<file path="src/rtl/round_sequencer_pkg.sv">
// Shared types and default sizing for the Memory Matrix round controller.
// The package name is memory_matrix_pkg because the other game blocks share it.
package memory_matrix_pkg;

    // Default geometry: 4x4 board, 8-bit guess budget, 1 s reveal at 50 MHz.
    localparam int DEF_CELLS       = 16;
    localparam int DEF_IDXW        = 4;
    localparam int DEF_GUESS_W     = 8;
    localparam int DEF_SHOW_CYCLES = 50_000_000;

    // Round FSM states. These encodings appear on state_o for the display logic.
    typedef enum logic [2:0] {
        ST_IDLE  = 3'd0,
        ST_SHOW  = 3'd1,
        ST_PLAY  = 3'd2,
        ST_CHECK = 3'd3,
        ST_WIN   = 3'd4,
        ST_LOSE  = 3'd5
    } state_t;

    // Width of a down-counter that must hold show_cycles-1.
    function automatic int timer_width(input int show_cycles);
        return $clog2(show_cycles) + 1;
    endfunction

endpackage

</file>
<file path="src/rtl/round_sequencer_if.sv">
// Player/display-side signal bundle of the round controller.
// master: the KEY/SW input logic and HEX/LEDR display side.
// slave:  the round_sequencer itself.
interface round_sequencer_if
    import memory_matrix_pkg::*;
#(
    parameter int CELLS   = DEF_CELLS,
    parameter int IDXW    = DEF_IDXW,
    parameter int GUESS_W = DEF_GUESS_W
);
    // Round setup
    logic               start;
    logic [CELLS-1:0]   board;
    logic [GUESS_W-1:0] max_guesses;

    // Guess handshake
    logic               guess_valid;
    logic [IDXW-1:0]    guess_idx;
    logic               guess_ready;

    // Status towards the display
    logic [2:0]         state_o;
    logic               show_board;
    logic [CELLS-1:0]   found_mask;
    logic [GUESS_W-1:0] remaining_guesses;
    logic               last_hit;
    logic               win;
    logic               lose;

    modport master (
        output start, board, max_guesses, guess_valid, guess_idx,
        input  guess_ready, state_o, show_board, found_mask,
               remaining_guesses, last_hit, win, lose
    );

    modport slave (
        input  start, board, max_guesses, guess_valid, guess_idx,
        output guess_ready, state_o, show_board, found_mask,
               remaining_guesses, last_hit, win, lose
    );

endinterface

</file>
<file path="src/rtl/round_sequencer_show_timer.sv">
// show_timer: loadable down-counter that times the board reveal.
// load has priority over en; the count stops at zero and done stays high there.
module show_timer #(
    parameter int W = 27
) (
    input  logic         clk,
    input  logic         reset,
    input  logic         load,
    input  logic [W-1:0] load_val,
    input  logic         en,
    output logic         done
);

    logic [W-1:0] r_count;

    // Count register: reload on load, otherwise count down to zero while enabled.
    // NOTE: clocked state is written with <= so every register samples pre-edge values.
    always_ff @(posedge clk or posedge reset) begin
        if (reset) begin
            r_count <= '0;
        end else if (load) begin
            r_count <= load_val;
        end else if (en && (r_count != '0)) begin
            r_count <= r_count - 1'b1;
        end
    end

    assign done = (r_count == '0);

endmodule

</file>
<file path="src/rtl/round_sequencer.sv">
// round_sequencer: round controller for Memory Matrix.
// Latches the hidden board, reveals it for SHOW_CYCLES cycles, then checks player
// guesses one at a time, tracking found cells and the remaining-guess budget.
// Build option: define REPEAT_FREE_EN to make re-guessing an already-found cell
// free (no charge, no hit); without it such a guess is an ordinary miss.
module round_sequencer
    import memory_matrix_pkg::*;
#(
    parameter int CELLS       = DEF_CELLS,
    parameter int IDXW        = DEF_IDXW,
    parameter int GUESS_W     = DEF_GUESS_W,
    parameter int SHOW_CYCLES = DEF_SHOW_CYCLES
) (
    input  logic             clk,
    input  logic             reset,
    round_sequencer_if.slave sif
);

    // State encodings kept as plain constants so legacy display code can match on them.
    localparam logic [2:0] S_IDLE  = ST_IDLE;
    localparam logic [2:0] S_SHOW  = ST_SHOW;
    localparam logic [2:0] S_PLAY  = ST_PLAY;
    localparam logic [2:0] S_CHECK = ST_CHECK;
    localparam logic [2:0] S_WIN   = ST_WIN;
    localparam logic [2:0] S_LOSE  = ST_LOSE;

    localparam int              TW        = timer_width(SHOW_CYCLES);
    localparam logic [TW-1:0]   SHOW_LOAD = TW'(SHOW_CYCLES - 1);
    // CELLS fits in IDXW+1 bits because 2**IDXW >= CELLS.
    localparam logic [IDXW:0]   CELLS_LIM = (IDXW + 1)'(CELLS);
    localparam logic [CELLS-1:0] CELL_ONE = CELLS'(1);

    // Round registers
    logic [2:0]         r_state;
    logic [CELLS-1:0]   r_board;
    logic [CELLS-1:0]   r_found;
    logic [GUESS_W-1:0] r_rem;
    logic [IDXW-1:0]    r_idx;
    logic               r_last_hit;

    // Decode of the current guess and the accept condition
    logic               w_accept;
    logic               w_in_range;
    logic               w_cell_bit;
    logic               w_found_bit;
    logic               w_hit;
    logic               w_free;
    logic [CELLS-1:0]   w_found_nxt;
    logic [GUESS_W-1:0] w_rem_nxt;
    logic [2:0]         w_check_nxt;
    logic               w_timer_done;

    // Reveal timer: loaded when a round starts, runs only while the board is shown.
    show_timer #(
        .W (TW)
    ) u_show_timer (
        .clk      (clk),
        .reset    (reset),
        .load     (w_accept),
        .load_val (SHOW_LOAD),
        .en       (r_state == S_SHOW),
        .done     (w_timer_done)
    );

    // Start acceptance and the outcome of the guess held in r_idx.
    // NOTE: every always_comb output gets a default first so no path can infer a latch.
    always_comb begin
        w_accept    = 1'b0;
        w_in_range  = 1'b0;
        w_cell_bit  = 1'b0;
        w_found_bit = 1'b0;
        w_hit       = 1'b0;
        w_free      = 1'b0;
        w_found_nxt = r_found;
        w_rem_nxt   = r_rem;
        w_check_nxt = S_PLAY;

        // A new round may start only from a resting state and with a playable setup.
        if (sif.start && ((r_state == S_IDLE) || (r_state == S_WIN) || (r_state == S_LOSE))
            && (sif.board != '0) && (sif.max_guesses != '0)) begin
            w_accept = 1'b1;
        end

        // Out-of-range indices never hit and never touch found_mask.
        w_in_range = ({1'b0, r_idx} < CELLS_LIM);
        if (w_in_range) begin
            w_cell_bit  = r_board[r_idx];
            w_found_bit = r_found[r_idx];
        end
        w_hit = w_cell_bit & ~w_found_bit;

`ifdef REPEAT_FREE_EN
        // Re-guessing a cell that is already uncovered costs nothing.
        w_free = w_cell_bit & w_found_bit;
`else
        w_free = 1'b0;
`endif

        if (w_hit) begin
            w_found_nxt = r_found | (CELL_ONE << r_idx);
        end

        // Budget saturates at zero.
        if (!w_free) begin
            w_rem_nxt = (r_rem == '0) ? '0 : (r_rem - 1'b1);
        end

        // Completing the board wins even if that guess used the last credit.
        if (w_free) begin
            w_check_nxt = S_PLAY;
        end else if (w_found_nxt == r_board) begin
            w_check_nxt = S_WIN;
        end else if (w_rem_nxt == '0) begin
            w_check_nxt = S_LOSE;
        end else begin
            w_check_nxt = S_PLAY;
        end
    end

    // Round FSM and its registers; reset returns everything to the idle, all-zero state.
    always_ff @(posedge clk or posedge reset) begin
        if (reset) begin
            r_state    <= S_IDLE;
            r_board    <= '0;
            r_found    <= '0;
            r_rem      <= '0;
            r_idx      <= '0;
            r_last_hit <= 1'b0;
        end else begin
            case (r_state)
                S_IDLE, S_WIN, S_LOSE: begin
                    // Results stay on display until a new round is accepted.
                    if (w_accept) begin
                        r_board    <= sif.board;
                        r_rem      <= sif.max_guesses;
                        r_found    <= '0;
                        r_last_hit <= 1'b0;
                        r_state    <= S_SHOW;
                    end
                end
                S_SHOW: begin
                    if (w_timer_done) begin
                        r_state <= S_PLAY;
                    end
                end
                S_PLAY: begin
                    if (sif.guess_valid) begin
                        r_idx   <= sif.guess_idx;
                        r_state <= S_CHECK;
                    end
                end
                S_CHECK: begin
                    r_last_hit <= w_hit;
                    r_found    <= w_found_nxt;
                    r_rem      <= w_rem_nxt;
                    r_state    <= w_check_nxt;
                end
                default: begin
                    r_state <= S_IDLE;
                end
            endcase
        end
    end

    // Status outputs decode straight from registers, so reset clears them at once.
    assign sif.state_o           = r_state;
    assign sif.show_board        = (r_state == S_SHOW);
    assign sif.guess_ready       = (r_state == S_PLAY);
    assign sif.found_mask        = r_found;
    assign sif.remaining_guesses = r_rem;
    assign sif.last_hit          = r_last_hit;
    assign sif.win               = (r_state == S_WIN);
    assign sif.lose              = (r_state == S_LOSE);

endmodule

</file>
<file path="src/flat_wrapper.sv">
// flat-port wrapper written by rule: the top's interface ports become plain ports
module round_sequencer_flat import memory_matrix_pkg::*;
#(
    parameter int CELLS       = DEF_CELLS,
    parameter int IDXW        = DEF_IDXW,
    parameter int GUESS_W     = DEF_GUESS_W,
    parameter int SHOW_CYCLES = DEF_SHOW_CYCLES
)
  (clk, reset, sif_start, sif_board, sif_max_guesses, sif_guess_valid, sif_guess_idx, sif_guess_ready, sif_state_o, sif_show_board, sif_found_mask, sif_remaining_guesses, sif_last_hit, sif_win, sif_lose);
  round_sequencer_if #(.CELLS(CELLS), .IDXW(IDXW), .GUESS_W(GUESS_W)) sif_i ();
  input  logic clk;
  input  logic reset;
  input wire logic [$bits(sif_i.start)-1:0] sif_start;
  input wire logic [$bits(sif_i.board)-1:0] sif_board;
  input wire logic [$bits(sif_i.max_guesses)-1:0] sif_max_guesses;
  input wire logic [$bits(sif_i.guess_valid)-1:0] sif_guess_valid;
  input wire logic [$bits(sif_i.guess_idx)-1:0] sif_guess_idx;
  output wire logic [$bits(sif_i.guess_ready)-1:0] sif_guess_ready;
  output wire logic [$bits(sif_i.state_o)-1:0] sif_state_o;
  output wire logic [$bits(sif_i.show_board)-1:0] sif_show_board;
  output wire logic [$bits(sif_i.found_mask)-1:0] sif_found_mask;
  output wire logic [$bits(sif_i.remaining_guesses)-1:0] sif_remaining_guesses;
  output wire logic [$bits(sif_i.last_hit)-1:0] sif_last_hit;
  output wire logic [$bits(sif_i.win)-1:0] sif_win;
  output wire logic [$bits(sif_i.lose)-1:0] sif_lose;
  assign sif_i.start = sif_start;
  assign sif_i.board = sif_board;
  assign sif_i.max_guesses = sif_max_guesses;
  assign sif_i.guess_valid = sif_guess_valid;
  assign sif_i.guess_idx = sif_guess_idx;
  assign sif_guess_ready = sif_i.guess_ready;
  assign sif_state_o = sif_i.state_o;
  assign sif_show_board = sif_i.show_board;
  assign sif_found_mask = sif_i.found_mask;
  assign sif_remaining_guesses = sif_i.remaining_guesses;
  assign sif_last_hit = sif_i.last_hit;
  assign sif_win = sif_i.win;
  assign sif_lose = sif_i.lose;
  round_sequencer #(.CELLS(CELLS), .IDXW(IDXW), .GUESS_W(GUESS_W), .SHOW_CYCLES(SHOW_CYCLES)) u_core (.clk(clk), .reset(reset), .sif(sif_i));
endmodule
</file>
<file path="config.mk">
export PLATFORM = sky130hd
export DESIGN_NAME = round_sequencer_flat
export DESIGN_NICKNAME = d
export VERILOG_FILES = /design/src/rtl/round_sequencer_pkg.sv /design/src/rtl/round_sequencer_if.sv /design/src/rtl/round_sequencer_show_timer.sv /design/src/rtl/round_sequencer.sv /design/src/flat_wrapper.sv
export SDC_FILE = /design/constraint.sdc
export NUM_CORES = 1
export LEC_CHECK = 0
export ABC_AREA = 1
export BUFFER_PORTS_ARGS = -buffer_cell sky130_fd_sc_hd__buf_4
export CORE_ASPECT_RATIO = 0.7
export CORE_MARGIN = 4
export CORE_UTILIZATION = 45
export CTS_CLUSTER_DIAMETER = 200
export DETAILED_ROUTE_END_ITERATION = 10
export GPL_ROUTABILITY_DRIVEN = 0
export HOLD_SLACK_MARGIN = 0.08
export PLACE_DENSITY_LB_ADDON = 0.25
export REMOVE_ABC_BUFFERS = 1
export SLEW_MARGIN = 25
export SYNTH_ARGS = -nofsm -noshare
export SYNTH_HDL_FRONTEND = slang
export SYNTH_HIERARCHICAL = 1
export SYNTH_SLANG_ARGS = --single-unit
</file>
<file path="constraint.sdc">
create_clock -name clk -period 2.9 [get_ports clk]
set_input_delay 0.145 -clock clk [delete_from_list [all_inputs] [get_ports clk]]
set_output_delay 0.145 -clock clk [all_outputs]
set_load 0.01 [all_outputs]
</file>
==> metrics.csv, run 1 <==
metric,value,unit
"Max FO, Critical Path",27,
Reg power frac,28.1,%
number of synthesized register bits,75,
Setup crit start kind,primary input,
global-route wire length before repair,24900,um
CTS H-tree depth,3,
"top cells by area, synth","dfrtp_1 35%, nand2_1 19%, nand3_1 9.5%",
Tcrit/Tclk final,94.0,%
clk_lat worst skew,340,ps
die width,138,um
min Tclk post-route,2730,ps
DR iter-0 viols,595,
"Core Util, Final",56.7,%
die area,0.0137,mm2
fin nets,969,
ys async rst share,100,%
Yosys cell types,38,
final setup vio count,0,
CORE AREA,0.0117,mm2
worst-path cell chain,"dlygate4sd3_1, buf_4, nor4_1, nand4_1, nand2_1, inv_2, nor2_2, inv_1, o21ai_0",
largest net degree at the start of global routing,49,
clock share of power,16.0,%
post-synth top area share,35.0,%
switching power,3.53,mW
wire length per cell,13.6,um
Root Buffer,clkbuf_16,
CP Data Arrival Time,2970,ps
CTS tree,built,
CP peak stage delay,550,ps
Final Skew,7.23,ps
Leak,3.38,nW
setup TNS,0,ps
max-cap viol count,0,
syn_area_per_cell,6.52,um2
CP max-delay cell,nor4_1,
grt ovf,0,
Slew headroom,47.6,%
DRC viols,0,
drt pass-1 iters,5,
worst endpoint required time,3140,ps
die height,99.3,um
Power Total,7.04,mW
Setup crit end kind,flip-flop,
peak supply drop,0.537,mV
# fillers,1101,
Comb power frac,55.8,%
Synth Flop Type,dfrtp_1,
CTS Buffer Depth,2,
fraction of layout cells with a size suffix above 1,17.0,%
Num CTS Buffers,9,
worst hold path class,in -> reg,
sequential share of the synthesized area,35.0,%
Initial Util,45.9,%
DP Wirelength,10900,um
fin. max-slew vios,0,
vias per cell,4.99,
Buf/Inv on CP,4,
Total GRT Usage,22.1,%
"commonest non-fill, non-tap cell in the layout",nand2_1,
RSZ-0062 raised after global routing,false,
Gate Count Post-Synth,822,
highest-count cells in the layout ignoring fill and taps,"276 x nand2_1, 102 x nand3_1, 90 x inv_1",
# rows,33,
"CTS clk-pin slew, worst paths",60,ps
status,finished clean,
clock sink count,75,
cell taking the most area after synthesis,dfrtp_1,
synth warn,6,
Cell Int Power,3.51,mW
number of port buffers,63,
Diodes inserted,0,
I/O pin total,64,
Worst Tran Pin Value,776,ps
final WL,15000,um
Pwr Density,1060,mW/mm2
ANT nets after route,0,
vias in the first global route,4841,
"EDFF count, synth",0,
fmax,0.367,GHz
Hold Buf Count CTS,30,
post-CTS setup buffers,0,
via count,5479,
Switching Fraction,50.1,%
"delay-heaviest family, CP",buffers and inverters,
CTS resizes,0,
Area Growth Syn to Fin,23.6,%
synthesized cell area,0.00536,mm2
initial antenna violation count,0,
final count of hold timing violations,0,
critical path class,in -> reg,
## cell usage after synthesis, types with 8 or more instances
master and instances:
nand2_1 276, nand3_1 102, inv_1 92, nor2_1 79, dfrtp_1 75, o21ai_0 38
nand2_2 20, o21ai_2 16, a21oi_1 15, clkbuf_1 9, inv_2 8, nor4_1 8
## layout make-up
cell class              instances  area [um2]  area share [%]
clock inverters                 6        66.3            1.00
flip-flops and latches         75        1880            28.3
clock buffers                  10         229            3.46
multi-input cells             645        3030            45.8
well taps                     157         196            2.97
inverters                     103         389            5.88
repair buffers                101         833            12.6
## power by group through the flow
stage	clock network (mW)	registers, mW	logic (mW)
after floorplan	0	1.94	2.78
after global placement	0	1.98	3.81
after detailed placement	0	1.98	3.85
after CTS	1.15	1.97	3.90
after global routing	1.20	2.05	4.45
final	1.13	1.98	3.93
## kinds of logic after synthesis
family / count (synthesis) / synth area share [%]
simple gates: 529 / 44.2
buf+inv: 127 / 10.2
compound gates: 85 / 9.59
flops: 75 / 35.0
xor+xnor: 2 / 0.327
fa+ha+maj: 2 / 0.467
other cells: 2 / 0.140
## path summary, 6_finish.rpt
kind                       cells past startpoint  slack, ps                                    end                            start
min reg2reg                                    2        510        u_core/sif.last_hit$_DFFE_PP0P_  u_core/sif.last_hit$_DFFE_PP0P_
max in group asynchronous                      3       2040      u_core/sif.state_o[0]$_DFFE_PP0P_                            reset
min in group asynchronous                      3        460   u_core/sif.found_mask[7]$_DFFE_PP0P_                            reset
min                                            6        340          u_core/r_board[8]$_DFFE_PP0P_                        sif_start
max reg2reg                                   17        300      u_core/sif.state_o[1]$_DFFE_PP0P_      u_core/r_idx[0]$_DFFE_PP0P_
max                                            9        170  u_core/sif.found_mask[13]$_DFFE_PP0P_                     sif_board[3]
## registers in the layout, indices dropped and copies added (netlist names)
| signal | flops |
|---|---|
| u_core/u_show_timer/r_count | 27 |
| u_core/sif.state_o | 3 |
| u_core/r_board | 16 |
| u_core/sif.last_hit | 1 |
| u_core/r_idx | 4 |
| u_core/sif.remaining_guesses | 8 |
| u_core/sif.found_mask | 16 |
## tightest hold or removal path: stages
cell and delay [ps]:
buf_4 110, nand2_1 60, a21oi_1 40, nand2_1 160, nand2_1 70, nand2_1 60
## per-stage QoR
stage / setup slack, ps / hold WS, ps / std cells / cell area [um2]
4_1_cts: 252 / 335 / 1097 / 6620
6_report: 175 / 336 / 1097 / 6620
3_3_place_gp: 422 / 263 / 1051 / 6020
3_5_place_dp: 352 / 274 / 1051 / 6030
2_1_floorplan: -369 / 198 / 823 / 5290
5_1_grt: 7.73 / 401 / 1097 / 6620
## metal layers
| layer | track usage (%) | wire length (um) | vias to the layer above |
|---|---|---|---|
| li1 | - | - | 2814 |
| met1 | 35.2 | 7650 | 2450 |
| met2 | 30.6 | 6040 | 205 |
| met3 | 4.71 | 1200 | 10 |
| met4 | 3.95 | 75 | 0 |
| met5 | 0 | 0 | - |
Note: power is estimated with default switching activity, not from simulation.
==> run 2: changes to the inputs <==
REMOVE_ABC_BUFFERS = default   (was 1)
==> metrics.csv, run 2 (synthesized netlist as in run 1, its figures left out) <==
metric,value,unit
final setup vio count,0,
status,finished clean,
peak supply drop,0.495,mV
ANT nets after route,0,
Tcrit/Tclk final,94.0,%
Setup crit start kind,primary input,
dominant cell type by count on the critical path,buf_4,
max reg flops,27,
vias in the first global route,5086,
via count,5510,
"commonest non-fill, non-tap cell in the layout",nand2_1,
Worst Tran Pin Value,758,ps
worst hold path class,in -> reg,
Diodes inserted,0,
CORE AREA,0.0117,mm2
Final Skew,4.40,ps
# rows,33,
initial antenna violation count,0,
fin nets,968,
clk_lat worst skew,340,ps
CP max-delay cell,nor4_1,
fraction of layout cells with a size suffix above 1,17.0,%
wire length per cell,14.1,um
drt pass-1 iters,5,
die width,138,um
DRC viols,0,
die height,99.3,um
clock sink count,75,
Reg with most FFs,u_core/u_show_timer/r_count,
Slew headroom,48.8,%
Leak,3.38,nW
critical path class,in -> reg,
highest-count cells in the layout ignoring fill and taps,"276 x nand2_1, 102 x nand3_1, 90 x inv_1",
Buf/Inv on CP,5,
global-route wire length before repair,25600,um
max-cap viol count,0,
RSZ-0062 raised after global routing,false,
Total GRT Usage,23.1,%
setup TNS,0,ps
CTS tree,built,
fmax,0.367,GHz
"CTS clk-pin slew, worst paths",60,ps
Root Buffer,clkbuf_16,
grt ovf,0,
Setup crit end kind,flip-flop,
vias per cell,5.03,
"delay-heaviest family, CP",buffers and inverters,
I/O pin total,64,
Worst R2R Setup Slack,390,ps
Initial Util,45.9,%
CTS resizes,0,
min Tclk post-route,2730,ps
"Max FO, Critical Path",21,
final WL,15500,um
DR iter-0 viols,485,
worst-path cell chain,"dlygate4sd3_1, buf_4, nor4_1, nand4_1, nand2_1, inv_2, buf_4, nor2_2, inv_1, o21ai_0",
fin. max-slew vios,0,
Area Growth Syn to Fin,23.2,%
Pwr Density,1070,mW/mm2
"Design Area, Final",0.00660,mm2
Num CTS Buffers,9,
CTS H-tree depth,3,
DP Wirelength,11100,um
die area,0.0137,mm2
Power Total,7.05,mW
CTS Buffer Depth,2,
CP Data Arrival Time,2970,ps
number of port buffers,63,
CP peak stage delay,590,ps
largest net degree at the start of global routing,52,
DP Area,0.00603,mm2
final count of hold timing violations,0,
worst endpoint required time,3140,ps
[run 2: cell types whose count changed in the layout (fill, tap and decap cells not counted), sizes merged]
cell,previous run,this run
clkinvlp,3,2
dlygate4sd3,30,29
[run 2: repair_timing]
action	in CTS	in global routing
hold buffers	29	0
setup buffers	0	0
endpoints found under the setup margin	0	0
hold endpoints to repair	103	0
[run 2: through the flow]
stage               hold slack [ps]  std cells  worst slack (ps)  util [%]
finish                          110       1095               174      56.5
global route                    113       1095              22.6      56.5
CTS                            96.8       1095               238      56.5
detailed placement              273       1051               410      51.6
global placement                262       1051               523      51.6
floorplan                       198        847               668         -
[run 2: path summary, 6_finish.rpt]
kind                                              startpoint                                     endpoint  depth (start not counted)
setup / recovery                               sif_board[15]         u_core/sif.found_mask[4]$_DFFE_PP0P_                         10
min in group asynchronous                              reset                u_core/r_board[1]$_DFFE_PP0P_                          3
setup reg to reg           u_core/sif.state_o[0]$_DFFE_PP0P_         u_core/sif.found_mask[4]$_DFFE_PP0P_                         13
max in group asynchronous                              reset            u_core/sif.state_o[0]$_DFFE_PP0P_                          3
hold / removal                            sif_max_guesses[5]  u_core/sif.remaining_guesses[5]$_DFFE_PP0P_                          3
hold reg to reg              u_core/sif.last_hit$_DFFE_PP0P_              u_core/sif.last_hit$_DFFE_PP0P_                          2
[run 2: report_power, final]
part	switching, mW	total [mW]	internal (mW)
sequential	0.496	1.98	1.49
combinational	2.60	3.95	1.35
clock	0.450	1.11	0.659
total	3.55	7.05	3.50
[run 2: layout make-up]
type | count | area (um2)
Sequential cell | 75 | 1880
Tap cell | 157 | 196
Multi-Input combinational cell | 645 | 3030
Clock buffer | 10 | 229
Timing Repair Buffer | 100 | 823
Clock inverter | 5 | 55.1
Fill cell | 1136 | 5080
Inverter | 103 | 389
[run 2: tightest hold or removal path, cell delays in order]
cell	delay (ps)
buf_4	90
nand2_1	50
o311ai_0	120
[run 2: per-layer routing]
layer / track usage (%) / wire length, um
met1: 35.1 / 7750
met2: 32.4 / 6100
met5: 0 / 0
met3: 5.19 / 1250
met4: 7.29 / 355
